[src/rtl/mac_sched_pkg.sv]
// Shared types and defaults for the MAC tile scheduler: FSM state encoding,
// default widths/latencies and the drain-length helper.
package mac_sched_pkg;

  localparam int CNT_W_DEF    = 8;
  localparam int A_ADDR_W_DEF = 16;
  localparam int B_ADDR_W_DEF = 16;
  localparam int O_ADDR_W_DEF = 16;
  localparam int RD_LAT_DEF   = 2;
  localparam int MAC_LAT_DEF  = 3;

  typedef enum logic [2:0] {
    S_IDLE    = 3'd0,
    S_COMPUTE = 3'd1,
    S_DRAIN   = 3'd2,
    S_WRITE   = 3'd3,
    S_DONE    = 3'd4
  } state_e;

  function automatic int drain_cyc(input int rd_lat, input int mac_lat);
    return rd_lat + mac_lat;
  endfunction

  localparam int DRAIN_CYC = RD_LAT_DEF + MAC_LAT_DEF;

endpackage

[src/rtl/mac_sched_delay.sv]
// Fixed-depth shift line that re-times the read-issue strobe and first-beat
// flag so accumulate beats line up with buffer read data.
module mac_sched_delay #(
  parameter int DEPTH = 2
) (
  input  logic clk_p,
  input  logic rst_n,
  input  logic flush_i,
  input  logic en_i,
  input  logic clr_i,
  output logic en_o,
  output logic clr_o
);

  logic [DEPTH-1:0] en_q;
  logic [DEPTH-1:0] clr_q;

  // Shift register; flush empties every stage so no stale beats escape an abort.
  always_ff @(posedge clk_p or negedge rst_n) begin
    if (!rst_n) begin
      en_q  <= {DEPTH{1'b0}};
      clr_q <= {DEPTH{1'b0}};
    end else if (flush_i) begin
      en_q  <= {DEPTH{1'b0}};
      clr_q <= {DEPTH{1'b0}};
    end else begin
      en_q[0]  <= en_i;
      clr_q[0] <= en_i & clr_i;
      for (int i = 1; i < DEPTH; i++) begin
        en_q[i]  <= en_q[i-1];
        clr_q[i] <= clr_q[i-1];
      end
    end
  end

  assign en_o  = en_q[DEPTH-1];
  assign clr_o = clr_q[DEPTH-1];

endmodule

[src/rtl/mac_tile_scheduler.sv]
// Tile sequencer for the MAC engine: walks the M x N tile grid (n inner, m outer),
// streams K read beats per tile, waits out the pipeline, then offers the tile.
module mac_tile_scheduler
  import mac_sched_pkg::*;
#(
  parameter int CNT_W    = CNT_W_DEF,
  parameter int A_ADDR_W = A_ADDR_W_DEF,
  parameter int B_ADDR_W = B_ADDR_W_DEF,
  parameter int O_ADDR_W = O_ADDR_W_DEF,
  parameter int RD_LAT   = RD_LAT_DEF,
  parameter int MAC_LAT  = MAC_LAT_DEF
) (
  input  logic                clk_p,
  input  logic                rst_n,
  input  logic                start_i,
  input  logic                abort_i,
  input  logic [CNT_W-1:0]    cfg_m_tiles_i,
  input  logic [CNT_W-1:0]    cfg_n_tiles_i,
  input  logic [CNT_W-1:0]    cfg_k_tiles_i,
  output logic                busy_o,
  output logic                done_o,
  output logic                a_rd_en_o,
  output logic [A_ADDR_W-1:0] a_rd_addr_o,
  output logic                b_rd_en_o,
  output logic [B_ADDR_W-1:0] b_rd_addr_o,
  output logic                bias_rd_en_o,
  output logic [CNT_W-1:0]    bias_rd_addr_o,
  output logic                acc_clr_o,
  output logic                acc_en_o,
  output logic                out_valid_o,
  output logic [O_ADDR_W-1:0] out_addr_o,
  input  logic                out_ready_i
);

  localparam int DRAIN_CYC_L = drain_cyc(RD_LAT, MAC_LAT);
  localparam int DRN_W       = $clog2(DRAIN_CYC_L + 1);

  state_e              state_q, state_d;
  logic [CNT_W-1:0]    cfg_m_q, cfg_m_d, cfg_n_q, cfg_n_d, cfg_k_q, cfg_k_d;
  logic [CNT_W-1:0]    m_q, m_d, n_q, n_d, k_q, k_d;
  logic [A_ADDR_W-1:0] a_base_q, a_base_d;
  logic [B_ADDR_W-1:0] b_base_q, b_base_d;
  logic [O_ADDR_W-1:0] o_base_q, o_base_d;
  logic [DRN_W-1:0]    drain_q, drain_d;

  logic issue_s, k_last_s, n_last_s, m_last_s, cfg_zero_s;

  assign issue_s    = (state_q == S_COMPUTE);
  assign k_last_s   = (k_q == cfg_k_q - CNT_W'(1));
  assign n_last_s   = (n_q == cfg_n_q - CNT_W'(1));
  assign m_last_s   = (m_q == cfg_m_q - CNT_W'(1));
  assign cfg_zero_s = (cfg_m_tiles_i == {CNT_W{1'b0}}) || (cfg_n_tiles_i == {CNT_W{1'b0}}) ||
                      (cfg_k_tiles_i == {CNT_W{1'b0}});

  // Next-state: abort overrides everything; base registers replace the m*K, k*N, m*N products.
  always_comb begin
    state_d  = state_q;
    cfg_m_d  = cfg_m_q;
    cfg_n_d  = cfg_n_q;
    cfg_k_d  = cfg_k_q;
    m_d      = m_q;
    n_d      = n_q;
    k_d      = k_q;
    a_base_d = a_base_q;
    b_base_d = b_base_q;
    o_base_d = o_base_q;
    drain_d  = drain_q;
    if (abort_i) begin
      state_d = S_IDLE;
    end else begin
      case (state_q)
        S_IDLE: begin
          if (start_i) begin
            cfg_m_d  = cfg_m_tiles_i;
            cfg_n_d  = cfg_n_tiles_i;
            cfg_k_d  = cfg_k_tiles_i;
            m_d      = {CNT_W{1'b0}};
            n_d      = {CNT_W{1'b0}};
            k_d      = {CNT_W{1'b0}};
            a_base_d = {A_ADDR_W{1'b0}};
            b_base_d = {B_ADDR_W{1'b0}};
            o_base_d = {O_ADDR_W{1'b0}};
            drain_d  = {DRN_W{1'b0}};
            state_d  = cfg_zero_s ? S_DONE : S_COMPUTE;
          end else begin
            state_d = S_IDLE;
          end
        end
        S_COMPUTE: begin
          if (k_last_s) begin
            drain_d = {DRN_W{1'b0}};
            state_d = S_DRAIN;
          end else begin
            k_d      = k_q + CNT_W'(1);
            b_base_d = b_base_q + B_ADDR_W'(cfg_n_q);
          end
        end
        S_DRAIN: begin
          if (drain_q == DRN_W'(DRAIN_CYC_L - 1)) begin
            state_d = S_WRITE;
          end else begin
            drain_d = drain_q + DRN_W'(1);
          end
        end
        S_WRITE: begin
          if (out_ready_i) begin
            k_d      = {CNT_W{1'b0}};
            b_base_d = {B_ADDR_W{1'b0}};
            if (n_last_s) begin
              n_d = {CNT_W{1'b0}};
              if (m_last_s) begin
                state_d = S_DONE;
              end else begin
                m_d      = m_q + CNT_W'(1);
                a_base_d = a_base_q + A_ADDR_W'(cfg_k_q);
                o_base_d = o_base_q + O_ADDR_W'(cfg_n_q);
                state_d  = S_COMPUTE;
              end
            end else begin
              n_d     = n_q + CNT_W'(1);
              state_d = S_COMPUTE;
            end
          end else begin
            state_d = S_WRITE;
          end
        end
        S_DONE:  state_d = S_IDLE;
        default: state_d = S_IDLE;
      endcase
    end
  end

  // State and datapath registers.
  always_ff @(posedge clk_p or negedge rst_n) begin
    if (!rst_n) begin
      state_q  <= S_IDLE;
      cfg_m_q  <= {CNT_W{1'b0}};
      cfg_n_q  <= {CNT_W{1'b0}};
      cfg_k_q  <= {CNT_W{1'b0}};
      m_q      <= {CNT_W{1'b0}};
      n_q      <= {CNT_W{1'b0}};
      k_q      <= {CNT_W{1'b0}};
      a_base_q <= {A_ADDR_W{1'b0}};
      b_base_q <= {B_ADDR_W{1'b0}};
      o_base_q <= {O_ADDR_W{1'b0}};
      drain_q  <= {DRN_W{1'b0}};
    end else begin
      state_q  <= state_d;
      cfg_m_q  <= cfg_m_d;
      cfg_n_q  <= cfg_n_d;
      cfg_k_q  <= cfg_k_d;
      m_q      <= m_d;
      n_q      <= n_d;
      k_q      <= k_d;
      a_base_q <= a_base_d;
      b_base_q <= b_base_d;
      o_base_q <= o_base_d;
      drain_q  <= drain_d;
    end
  end

  // Outputs decode only registered state, so none has a combinational path from inputs.
  assign busy_o         = (state_q == S_COMPUTE) || (state_q == S_DRAIN) || (state_q == S_WRITE);
  assign done_o         = (state_q == S_DONE);
  assign a_rd_en_o      = issue_s;
  assign b_rd_en_o      = issue_s;
  assign a_rd_addr_o    = issue_s ? (a_base_q + A_ADDR_W'(k_q)) : {A_ADDR_W{1'b0}};
  assign b_rd_addr_o    = issue_s ? (b_base_q + B_ADDR_W'(n_q)) : {B_ADDR_W{1'b0}};
  assign bias_rd_en_o   = issue_s && k_last_s;
  assign bias_rd_addr_o = (issue_s && k_last_s) ? n_q : {CNT_W{1'b0}};
  assign out_valid_o    = (state_q == S_WRITE);
  assign out_addr_o     = (state_q == S_WRITE) ? (o_base_q + O_ADDR_W'(n_q)) : {O_ADDR_W{1'b0}};

  mac_sched_delay #(.DEPTH(RD_LAT)) u_delay (
    .clk_p   (clk_p),
    .rst_n   (rst_n),
    .flush_i (abort_i),
    .en_i    (issue_s),
    .clr_i   (k_q == {CNT_W{1'b0}}),
    .en_o    (acc_en_o),
    .clr_o   (acc_clr_o)
  );

endmodule
[config.mk]
export PLATFORM = sky130hd
export DESIGN_NAME = mac_tile_scheduler
export DESIGN_NICKNAME = d
export VERILOG_FILES = /design/src/rtl/mac_sched_pkg.sv /design/src/rtl/mac_sched_delay.sv /design/src/rtl/mac_tile_scheduler.sv
export SDC_FILE = /design/constraint.sdc
export NUM_CORES = 1
export LEC_CHECK = 0
export BUFFER_PORTS_ARGS = -buffer_cell sky130_fd_sc_hd__buf_2
export CORE_MARGIN = 4
export CORE_UTILIZATION = 50
export DETAILED_ROUTE_END_ITERATION = 6
export GPL_TIMING_DRIVEN = 0
export HOLD_SLACK_MARGIN = 0.08
export PLACE_DENSITY = 0.7
export SYNTH_ARGS = -nofsm -noshare
export SYNTH_HDL_FRONTEND = slang
export SYNTH_SLANG_ARGS = --single-unit
[constraint.sdc]
create_clock -name clk_p -period 3.6 [get_ports clk_p]
set_input_delay 0.36 -clock clk_p [delete_from_list [all_inputs] [get_ports clk_p]]
set_output_delay 0.36 -clock clk_p [all_outputs]
set_load 0.005 [all_outputs]
==> flow_summary.ini, run 1 <==
[outcome]
outcome = complete, no violations

[power]
powerDensity_nw_per_um2 = 557
p_leak_nw = 4.34
switching_power_mw = 2.15
seq_power_share_pct = 35.2
combPwrFrac_pct = 43.3
ir_drop_mv = 0.254
p_sw_share_pct = 42.1
power_frac_clock_pct = 21.6
p_int_mw = 2.97

[hold_path]
worstHoldEndpoint = cfg_k_q[4]
hold_path_class = input pin to flop
whs_path_depth = 3
hold_start = cfg_k_tiles_i[4]

[yosys]
synth_seq_cells = 106
synth_area_um2 = 8030
async_reset_ff_share_pct = 100
synth_area_per_cell_um2 = 8.44
syn_nets = 1044
synth.area.mux_share_pct = 0.389
synth_edf_count = 0
synthAdderAreaFrac_pct = 10.4
yosysTopAreaCell = dfrtp_1
synth_cell_type_count = 65
synthCells = 952
synth_compound_area_share_pct = 20.6
yosysWarningCount = 0
yosys.area_share.simple_pct = 24.1
synth_ff_type = dfrtp_1
synth_top_area_share_pct = 33.0
synthXorXnorAreaFrac_pct = 7.96
synth_top_family_by_area = simple AND/OR/NAND/NOR gates
synth_area_leaders = dfrtp_1 33%, ha_1 8.9%, nand2_1 6.1%
ys_seq_area_share_pct = 33.0

[detailed_routing]
drt_pass1_iterations = 5
drc = 0
vias = 7418
viasPerCell = 5.80
totalWireLength_um = 22100
wl_per_cell_um = 17.3
drt_iter0_markers = 618
ant_nets = 0

[floorplan]
die_width_um = 135
io_pins = 93
dieArea_um2 = 18200
die_h_um = 135
fp-row-count = 46
core-area_um2 = 15800
start_util_pct = 50.8

[timing]
clock_skew_ns = 0.00862
tightest_slew_ns = 0.896
rsz0062_at_grt = no
finalMaxSlewViolations = 0
slew_headroom_pct = 39.3
finalSetupViolCount = 0
finalCritPeriodShare_pct = 95.6
tns_ns = 0
post-route-min-period_ns = 3.44
hold_slack_ns = 0.219
max_freq_mhz = 291
final_hold_viol_count = 0

[placement]
gp_congestion = 0.857
portBuffers = 92
place_hpwl_um = 16500
dpl-instance-area_um2 = 8790

[setup_path]
cp_cell_sequence = ha_1, fa_1, a21o_1, a21oi_1, o21bai_1, a2111o_1, nand4_1, xor2_1, nor2_1, buf_2
cp-start-kind = flop
cp.required_ns = 3.24
end_kind = output port
cp_data_arrival_time_ns = 3.08
r2r_start = cfg_n_q[1]
slowest_stage = dfrtp_1
critPathMaxFanout = 10
cpPeakStageDelay_ns = 0.51
rr_worst_depth = 10
ff2ff_setup_slack_ns = 0.30
critical_path_class = flop to output port
r2r-end = m_q[7]

[final_layout]
mostFrequentLayoutCells = 131 x nand2_1, 105 x dfrtp_1, 97 x buf_2
layout.cells.most_common = nand2_1
stdcell_area_um2 = 9190
nFillCells = 1485
drive_above_1_share_pct = 13.7
post-route-util_pct = 58.1
fin_nets = 1149
regArea_um2 = 2650
syn2layout_area_growth_pct = 14.4
n_antenna_cell = 0
multi_input_area_um2 = 5150

[grt]
grt_pass1_wl_um = 35800
first_global_vias = 6993
grt_util_all_layers_pct = 24.7
grt_start_max_net_pins = 63
antenna_found_initial = 0
grt-ovfl-total = 0

[clocking]
clock-root-buffer = clkbuf_16
htree_levels = 3
cts_setup_buffers = 0
cts_tree = yes
cts_sinks = 106
clk_latency_ns = 0.35
ctsLongestPathBuffers = 2
clk_transition_reported_paths_ns = 0.07
cts_buffers = 9

[run]
maxCapViolCount = 0
## area by class of cell
cell class / instances / share of cell area, %
multi-input combinational: 775 / 56.0
sequential: 106 / 28.9
timing repair buffer: 94 / 5.45
tap: 216 / 2.94
clock buffer: 10 / 2.60
buffer: 39 / 1.81
inverter: 32 / 1.35
clock inverter: 6 / 0.980
## kinds of logic (layout without fill, tap and decap cells)
group	count (synthesis)	in the layout
and+or+nand+nor	391	391
AOI/OAI and AO/OA	245	245
DFF	106	106
xor gates and xnor gates	73	73
buffers and inverters	71	181
adders and majority gates	63	63
muxes	3	3
## worst max path at each step
stage | to | from | cells after the start
6_report | b_rd_addr_o[10] | n_q[0] | 10
5_1_grt | a_rd_addr_o[14] | k_q[0] | 10
4_1_cts | out_addr_o[15] | n_q[1] | 9
3_5_place_dp | a_rd_addr_o[14] | k_q[0] | 10
3_3_place_gp | a_rd_addr_o[10] | k_q[0] | 10
2_1_floorplan | a_rd_addr_o[10] | k_q[0] | 9
## power groups by stage
stage                     combinational, mW  clock (mW)  sequential [mW]
final                                  2.21        1.10             1.80
after CTS                              2.20        1.12             1.80
after detailed placement               2.18           0             1.82
after floorplan                        1.67           0             1.70
after global placement                 2.13           0             1.81
after global routing                   2.47        1.17             1.85
## sequential cells by signal (all words and copies together) (netlist names)
name and count:
state_q 3, m_q 8, u_delay.en_q 2, cfg_n_q 8
drain_q 3, n_q 8, a_base_q 16, u_delay.clr_q 2
cfg_k_q 8, cfg_m_q 8, k_q 8, o_base_q 16
b_base_q 16
## cell usage after synthesis (all sizes together), types with 3 or more instances
master   count
o211a        3
or2         12
o31a         3
inv         31
a21o        17
o211ai      11
a21oi       68
o21bai      13
dfrtp      106
fa           6
nand4       11
nand2      131
clkbuf      30
and2        12
nor4        13
nand3b       3
ha          57
or4         20
buf          9
o21ai       50
a41o         3
xor2        31
nor2        72
nor2b        6
and3        18
o31ai       30
o22ai        3
o21a         4
nor3        25
xnor2       42
a31oi        9
or3         26
o41ai        4
nand2b      13
a2111o       6
nand3       22
a2111oi      6
## per-layer routing
layer	GRT usage (%)	share of wire [%]	vias to the layer above	routed length, um
met3	3.32	4.8	29	1060
met1	34.9	47	3532	10300
li1	-	-	3663	-
met2	39.4	47	194	10300
met5	0	0	-	0
met4	8.09	2.0	0	446
## critical path: cells and delay by family, from the launching register on
kind / cells / cell delay (ns)
adder cells (fa/ha/maj): 2 / 0.69
XOR/XNOR: 1 / 0.16
flip-flops: 1 / 0.51
buffers and inverters: 1 / 0.15
AO/OA/AOI/OAI: 4 / 1.04
AND/OR/NAND/NOR: 2 / 0.19
## metrics by stage
stage	instances	power, mW	setup slack (ns)
final	1278	5.12	0.159
after global routing	1278	5.50	0.00978
after CTS	1278	5.12	0.000427
after detailed placement	1261	4.00	-0.00861
after global placement	1260	3.94	0.0587
after floorplan	952	3.37	0.580
## what timing repair did
action                     CTS  global route
pin swaps                    0             1
setup endpoints to repair    6            23
gates resized for setup      4             8
hold endpoints to repair    44             0
hold buffers                 1             0
Power figures use the tool's default switching activity.
==> run 2: changes to the inputs <==
--- a/config.mk
+++ b/config.mk
@@ -8,7 +8,9 @@
 export BUFFER_PORTS_ARGS = -buffer_cell sky130_fd_sc_hd__buf_2
 export CORE_MARGIN = 4
 export CORE_UTILIZATION = 50
+export CTS_CLUSTER_SIZE = 16
 export DETAILED_ROUTE_END_ITERATION = 6
+export GPL_ROUTABILITY_DRIVEN = 0
 export GPL_TIMING_DRIVEN = 0
 export HOLD_SLACK_MARGIN = 0.08
 export PLACE_DENSITY = 0.7
==> constraint.sdc (replaced) <==
create_clock -name clk_p -period 3.2 [get_ports clk_p]
set_input_delay 0.32 -clock clk_p [delete_from_list [all_inputs] [get_ports clk_p]]
set_output_delay 0.32 -clock clk_p [all_outputs]
set_load 0.005 [all_outputs]
==> run 2 against run 1 <==
Sequential power up 13%. Register-to-register slack worse by 0.13 ns. Hold slack worse by 0.043 ns. Global-route usage up 0.12 points. First-iteration DRC count down 15%. Final cell count up 1.6%. Via count up 1.2%. Largest power group unchanged.
==> flow_summary.ini, run 2 (same netlist as run 1, synthesis figures left out) <==
[power]
p_sw_share_pct = 42.1
switching_power_mw = 2.47
power_frac_clock_pct = 21.3
ir_drop_mv = 0.288
seq_power_share_pct = 34.6
combPwrFrac_pct = 44.1
p_int_mw = 3.39
p_leak_nw = 4.45
powerDensity_nw_per_um2 = 619
total_power_mw = 5.86

[timing]
clock_skew_ns = 0.0101
max_freq_mhz = 321
post-route-min-period_ns = 3.12
hold_slack_ns = 0.176
rsz0062_at_grt = yes
worst_slack_ns = 0.0835
finalMaxSlewViolations = 0
slew_headroom_pct = 38.6
finalSetupViolCount = 0
finalCritPeriodShare_pct = 97.4
tightest_slew_ns = 0.907
final_hold_viol_count = 0

[setup_path]
cpPeakStageDelay_ns = 0.51
cp_top_family = compound AO/OA/AOI/OAI gates
cp-start-kind = flop
end_kind = output port
critPathBufInv = 2
slowest_stage = a2111o_1
cp_cell_sequence = buf_4, fa_2, a21o_1, a21oi_2, o21bai_1, a2111o_1, nand4_1, xor2_1, nor2_1, buf_2
critPathMaxFanout = 7
critical_path_class = flop to output port
cp.required_ns = 2.88
cp_data_arrival_time_ns = 2.80

[detailed_routing]
wl_per_cell_um = 17.4
drt_iter0_markers = 528
dr_wl_met3_um = 1120
ant_nets = 0
top_layer = met4
drc = 0
totalWireLength_um = 22600
wl_met2_um = 10600
viasPerCell = 5.78
drt_pass1_iterations = 5
vias = 7507
wl_met1_um = 10300

[floorplan]
dieArea_um2 = 18200
start_util_pct = 50.8
fp-row-count = 46
die_h_um = 135
die_width_um = 135
core-area_um2 = 15800
io_pins = 93

[final_layout]
syn2layout_area_growth_pct = 18.0
finalNonFillerCells = 1299
n_antenna_cell = 0
layout.cells.most_common = nand2_1
reg_top3 = a_base_q x16, b_base_q x16, o_base_q x16
mostFrequentLayoutCells = 129 x nand2_1, 97 x dfrtp_1, 95 x buf_2
drive_above_1_share_pct = 17.9
fin_nets = 1170

[clocking]
cts_sinks = 106
clk_transition_reported_paths_ns = 0.07
cts_buffers = 9
clk_latency_ns = 0.36
clock-root-buffer = clkbuf_16
htree_levels = 3
cts_tree = yes
ctsLongestPathBuffers = 2

[placement]
portBuffers = 92
place_hpwl_um = 16500
place_inst = 1261
post-place-ws_ns = -0.369

[grt]
grt_start_max_net_pins = 63
antenna_found_initial = 0
first_global_vias = 7019
grt_pass1_wl_um = 36100
grt-ovfl-total = 0
grt_util_all_layers_pct = 24.8

[run]
maxCapViolCount = 0

[hold_path]
hold_path_class = input pin to flop

[outcome]
outcome = complete, no violations
## run 2: changes by cell type in the layout (fill, tap and decap cells not counted), sizes merged
cell	previous run	this run
buf	102	122
clkbuf	40	41
## run 2: power by group through the flow
| stage | logic (mW) | clock network, mW | registers [mW] |
|---|---|---|---|
| finish | 2.59 | 1.25 | 2.03 |
| global route | 2.87 | 1.32 | 2.08 |
| CTS | 2.50 | 1.26 | 2.02 |
| detailed placement | 2.46 | 0 | 2.05 |
| global placement | 2.40 | 0 | 2.04 |
| floorplan | 1.88 | 0 | 1.91 |
## run 2: final timing paths
| kind | from | cells after the start | end | slack, ns |
|---|---|---|---|---|
| max reg2reg | cfg_n_q[1] | 11 | o_base_q[4] | 0.17 |
| max in group asynchronous | rst_n | 3 | o_base_q[12] | 1.95 |
| max | n_q[1] | 10 | b_rd_addr_o[10] | 0.08 |
| min | cfg_m_tiles_i[2] | 3 | cfg_m_q[2] | 0.18 |
| min in group asynchronous | rst_n | 2 | b_base_q[12] | 0.52 |
| min reg2reg | u_delay.clr_q[0] | 1 | u_delay.clr_q[1] | 0.47 |
## run 2: final cells by class
type | count | area [um2]
clock buffer | 10 | 239
timing repair buffer | 115 | 671
clock inverter | 6 | 90.1
multi-input combinational | 775 | 5250
buffer | 39 | 175
tap | 216 | 270
inverter | 32 | 124
fill | 1443 | 6350
sequential | 106 | 2660
## run 2: repair_timing
item                                    in CTS  in global routing
pin swaps                                    5                 15
endpoints found under the hold margin       44                  0
resized for setup                           23                 25
hold buffers                                 1                  0
buffers inserted                             5                 16
endpoints found under the setup margin      60                 79
gates cloned                                 0                  0
## run 2: metal layers
| layer | track usage (%) | vias up |
|---|---|---|
| met5 | 0 | - |
| met4 | 7.98 | 0 |
| met3 | 3.28 | 33 |
| met2 | 39.7 | 177 |
| met1 | 35.1 | 3587 |
| li1 | - | 3710 |
## run 2: per-stage QoR
stage	util, %	area (um2)	TNS, ns
after floorplan	-	8030	0
after global placement	55.4	8760	-1.23
after detailed placement	55.6	8790	-1.89
after CTS	58.6	9270	-0.0845
after global routing	59.9	9480	-0.203
final	59.9	9480	0
## run 2: worst min-delay path: stages
cell,delay (ns)
buf_2,0.09
nand2_1,0.04
nand2_1,0.05
==> run 3: changes to the inputs <==
--- a/config.mk
+++ b/config.mk
@@ -5,15 +5,14 @@
 export SDC_FILE = /design/constraint.sdc
 export NUM_CORES = 1
 export LEC_CHECK = 0
-export BUFFER_PORTS_ARGS = -buffer_cell sky130_fd_sc_hd__buf_2
 export CORE_MARGIN = 4
 export CORE_UTILIZATION = 50
 export CTS_CLUSTER_SIZE = 16
 export DETAILED_ROUTE_END_ITERATION = 6
+export DONT_BUFFER_PORTS = 1
 export GPL_ROUTABILITY_DRIVEN = 0
 export GPL_TIMING_DRIVEN = 0
 export HOLD_SLACK_MARGIN = 0.08
-export PLACE_DENSITY = 0.7
 export SYNTH_ARGS = -nofsm -noshare
 export SYNTH_HDL_FRONTEND = slang
 export SYNTH_SLANG_ARGS = --single-unit
==> run 3 against run 2 <==
Fmax rose by 0.54%. Combinational power barely moved. Non-clock buffer count fell by 79. Clock power fell by 6%. Clock skew fell by 0.0023 ns. Setup slack improved by 0.017 ns. Final cell count fell by 6.1%. Via count fell by 1.3%. Register-to-register slack barely moved. Largest cell class unchanged. Largest power group unchanged. Highest routed layer unchanged.
==> flow_summary.ini, run 3 (same netlist as run 1, synthesis figures left out) <==
[outcome]
outcome = complete, no violations

[clocking]
cts_sinks = 106
clk_latency_ns = 0.36
clk_transition_reported_paths_ns = 0.08
cts_buffers = 9
clock-root-buffer = clkbuf_16
ctsLongestPathBuffers = 2
cts_tree = yes
htree_levels = 3

[grt]
antenna_found_initial = 0
grt-ovfl-total = 0
grt_start_max_net_pins = 107
first_global_vias = 7375
grt_pass1_wl_um = 38100
grt_util_all_layers_pct = 26.2

[timing]
post-route-min-period_ns = 3.10
max_freq_mhz = 323
finalCritPeriodShare_pct = 96.9
finalMaxSlewViolations = 0
clock_skew_ns = 0.00782
final_hold_viol_count = 0
slew_headroom_pct = 34.5
finalSetupViolCount = 0
tightest_slew_ns = 0.968

[placement]
portBuffers = 0
dpl-instance-area_um2 = 8300
place_hpwl_um = 17100

[final_layout]
mostFrequentLayoutCells = 129 x nand2_1, 100 x dfrtp_1, 72 x nor2_1
layout.cells.most_common = nand2_1
fin_nets = 1091
post-route-util_pct = 57.7
n_antenna_cell = 0
drive_above_1_share_pct = 8.86
stdcell_area_um2 = 9130
reg_top3 = a_base_q x16, b_base_q x16, o_base_q x16
syn2layout_area_growth_pct = 13.6

[detailed_routing]
drt_pass1_iterations = 5
drt_iter0_markers = 436
totalWireLength_um = 23400
vias = 7406
viasPerCell = 6.07
wl_per_cell_um = 19.2
ant_nets = 0
drc = 0

[setup_path]
cp_cell_sequence = ha_1, fa_2, a21o_1, a21oi_4, o21bai_2, a2111oi_4, buf_4, nor3_1, xnor2_1, nor2_1
critical_path_class = flop to output port
end_kind = output port
slowest_stage = dfrtp_2
critPathMaxFanout = 5
cpPeakStageDelay_ns = 0.43
critPathBufInv = 1
cp.required_ns = 2.88
cp_top_family = compound AO/OA/AOI/OAI gates
cp-start-kind = flop
cp_data_arrival_time_ns = 2.78

[power]
powerDensity_nw_per_um2 = 632
p_leak_nw = 4.03
ir_drop_mv = 0.336

[run]
maxCapViolCount = 0

[floorplan]
dieArea_um2 = 18200
fp-row-count = 46
start_util_pct = 50.8
core-area_um2 = 15800
io_pins = 93
die_h_um = 135
die_width_um = 135

[hold_path]
hold_path_class = input pin to flop
-- run 3: final cells by class --
type,count,area [um2]
tap,216,270
sequential,106,2660
buffer,39,178
inverter,32,124
clock buffer,9,225
multi-input combinational,775,5240
timing repair buffer,36,343
clock inverter,7,82.6
fill,1439,6700
-- run 3: power by group --
group / internal (mW) / switching (mW)
clock network: 0.622 / 0.562
registers: 1.61 / 0.409
logic: 1.03 / 1.53
total: 3.27 / 2.50
-- run 3: worst register-to-register path: stages (launching register included) --
cell and delay [ns]:
dfrtp_2 0.49, inv_1 0.10, ha_1 0.18, or3b_2 0.49, nor3_1 0.15, a31oi_1 0.09, a2111oi_4 0.28, buf_4 0.21
o211ai_4 0.13, buf_6 0.16, clkbuf_4 0.21, o31ai_1 0.30, a21oi_1 0.10
-- run 3: final timing paths --
check / slack (ns) / end / from / cells after the start
min in group asynchronous: 0.56 / u_delay.en_q[1] / rst_n / 2
setup reg to reg: 0.16 / o_base_q[12] / cfg_n_q[1] / 12
setup / recovery: 0.10 / a_rd_addr_o[10] / k_q[0] / 10
hold reg to reg: 0.48 / u_delay.clr_q[1] / u_delay.clr_q[0] / 1
max in group asynchronous: 2.18 / cfg_n_q[1] / rst_n / 2
hold / removal: 0.09 / cfg_k_q[7] / cfg_k_tiles_i[7] / 2
-- run 3: what timing repair did --
action	4_1_cts	5_1_grt
setup buffers	4	9
hold buffers	23	0
hold endpoints to repair	130	0
pin swaps	4	10
endpoints found under the setup margin	70	76
resized for setup	20	22
-- run 3: routing by layer --
layer | track usage [%] | vias up | routed length (um)
li1 | - | 3556 | -
met3 | 3.43 | 38 | 1050
met5 | 0 | - | 0
met2 | 42.9 | 179 | 11200
met1 | 35.5 | 3633 | 10500
met4 | 10.5 | 0 | 694
-- run 3: stage by stage --
step | power [mW] | setup slack [ns] | instances | hold WS [ns] | setup TNS [ns]
2_1_floorplan | 3.80 | 0.220 | 952 | 0.0244 | 0
3_3_place_gp | 4.35 | -0.308 | 1168 | 0.0270 | -2.32
3_5_place_dp | 4.45 | -0.502 | 1168 | 0.0271 | -4.36
4_1_cts | 5.74 | 0.00830 | 1211 | 0.0812 | 0
5_1_grt | 6.21 | -0.00244 | 1220 | 0.0916 | -0.00595
6_report | 5.77 | 0.100 | 1220 | 0.0863 | 0
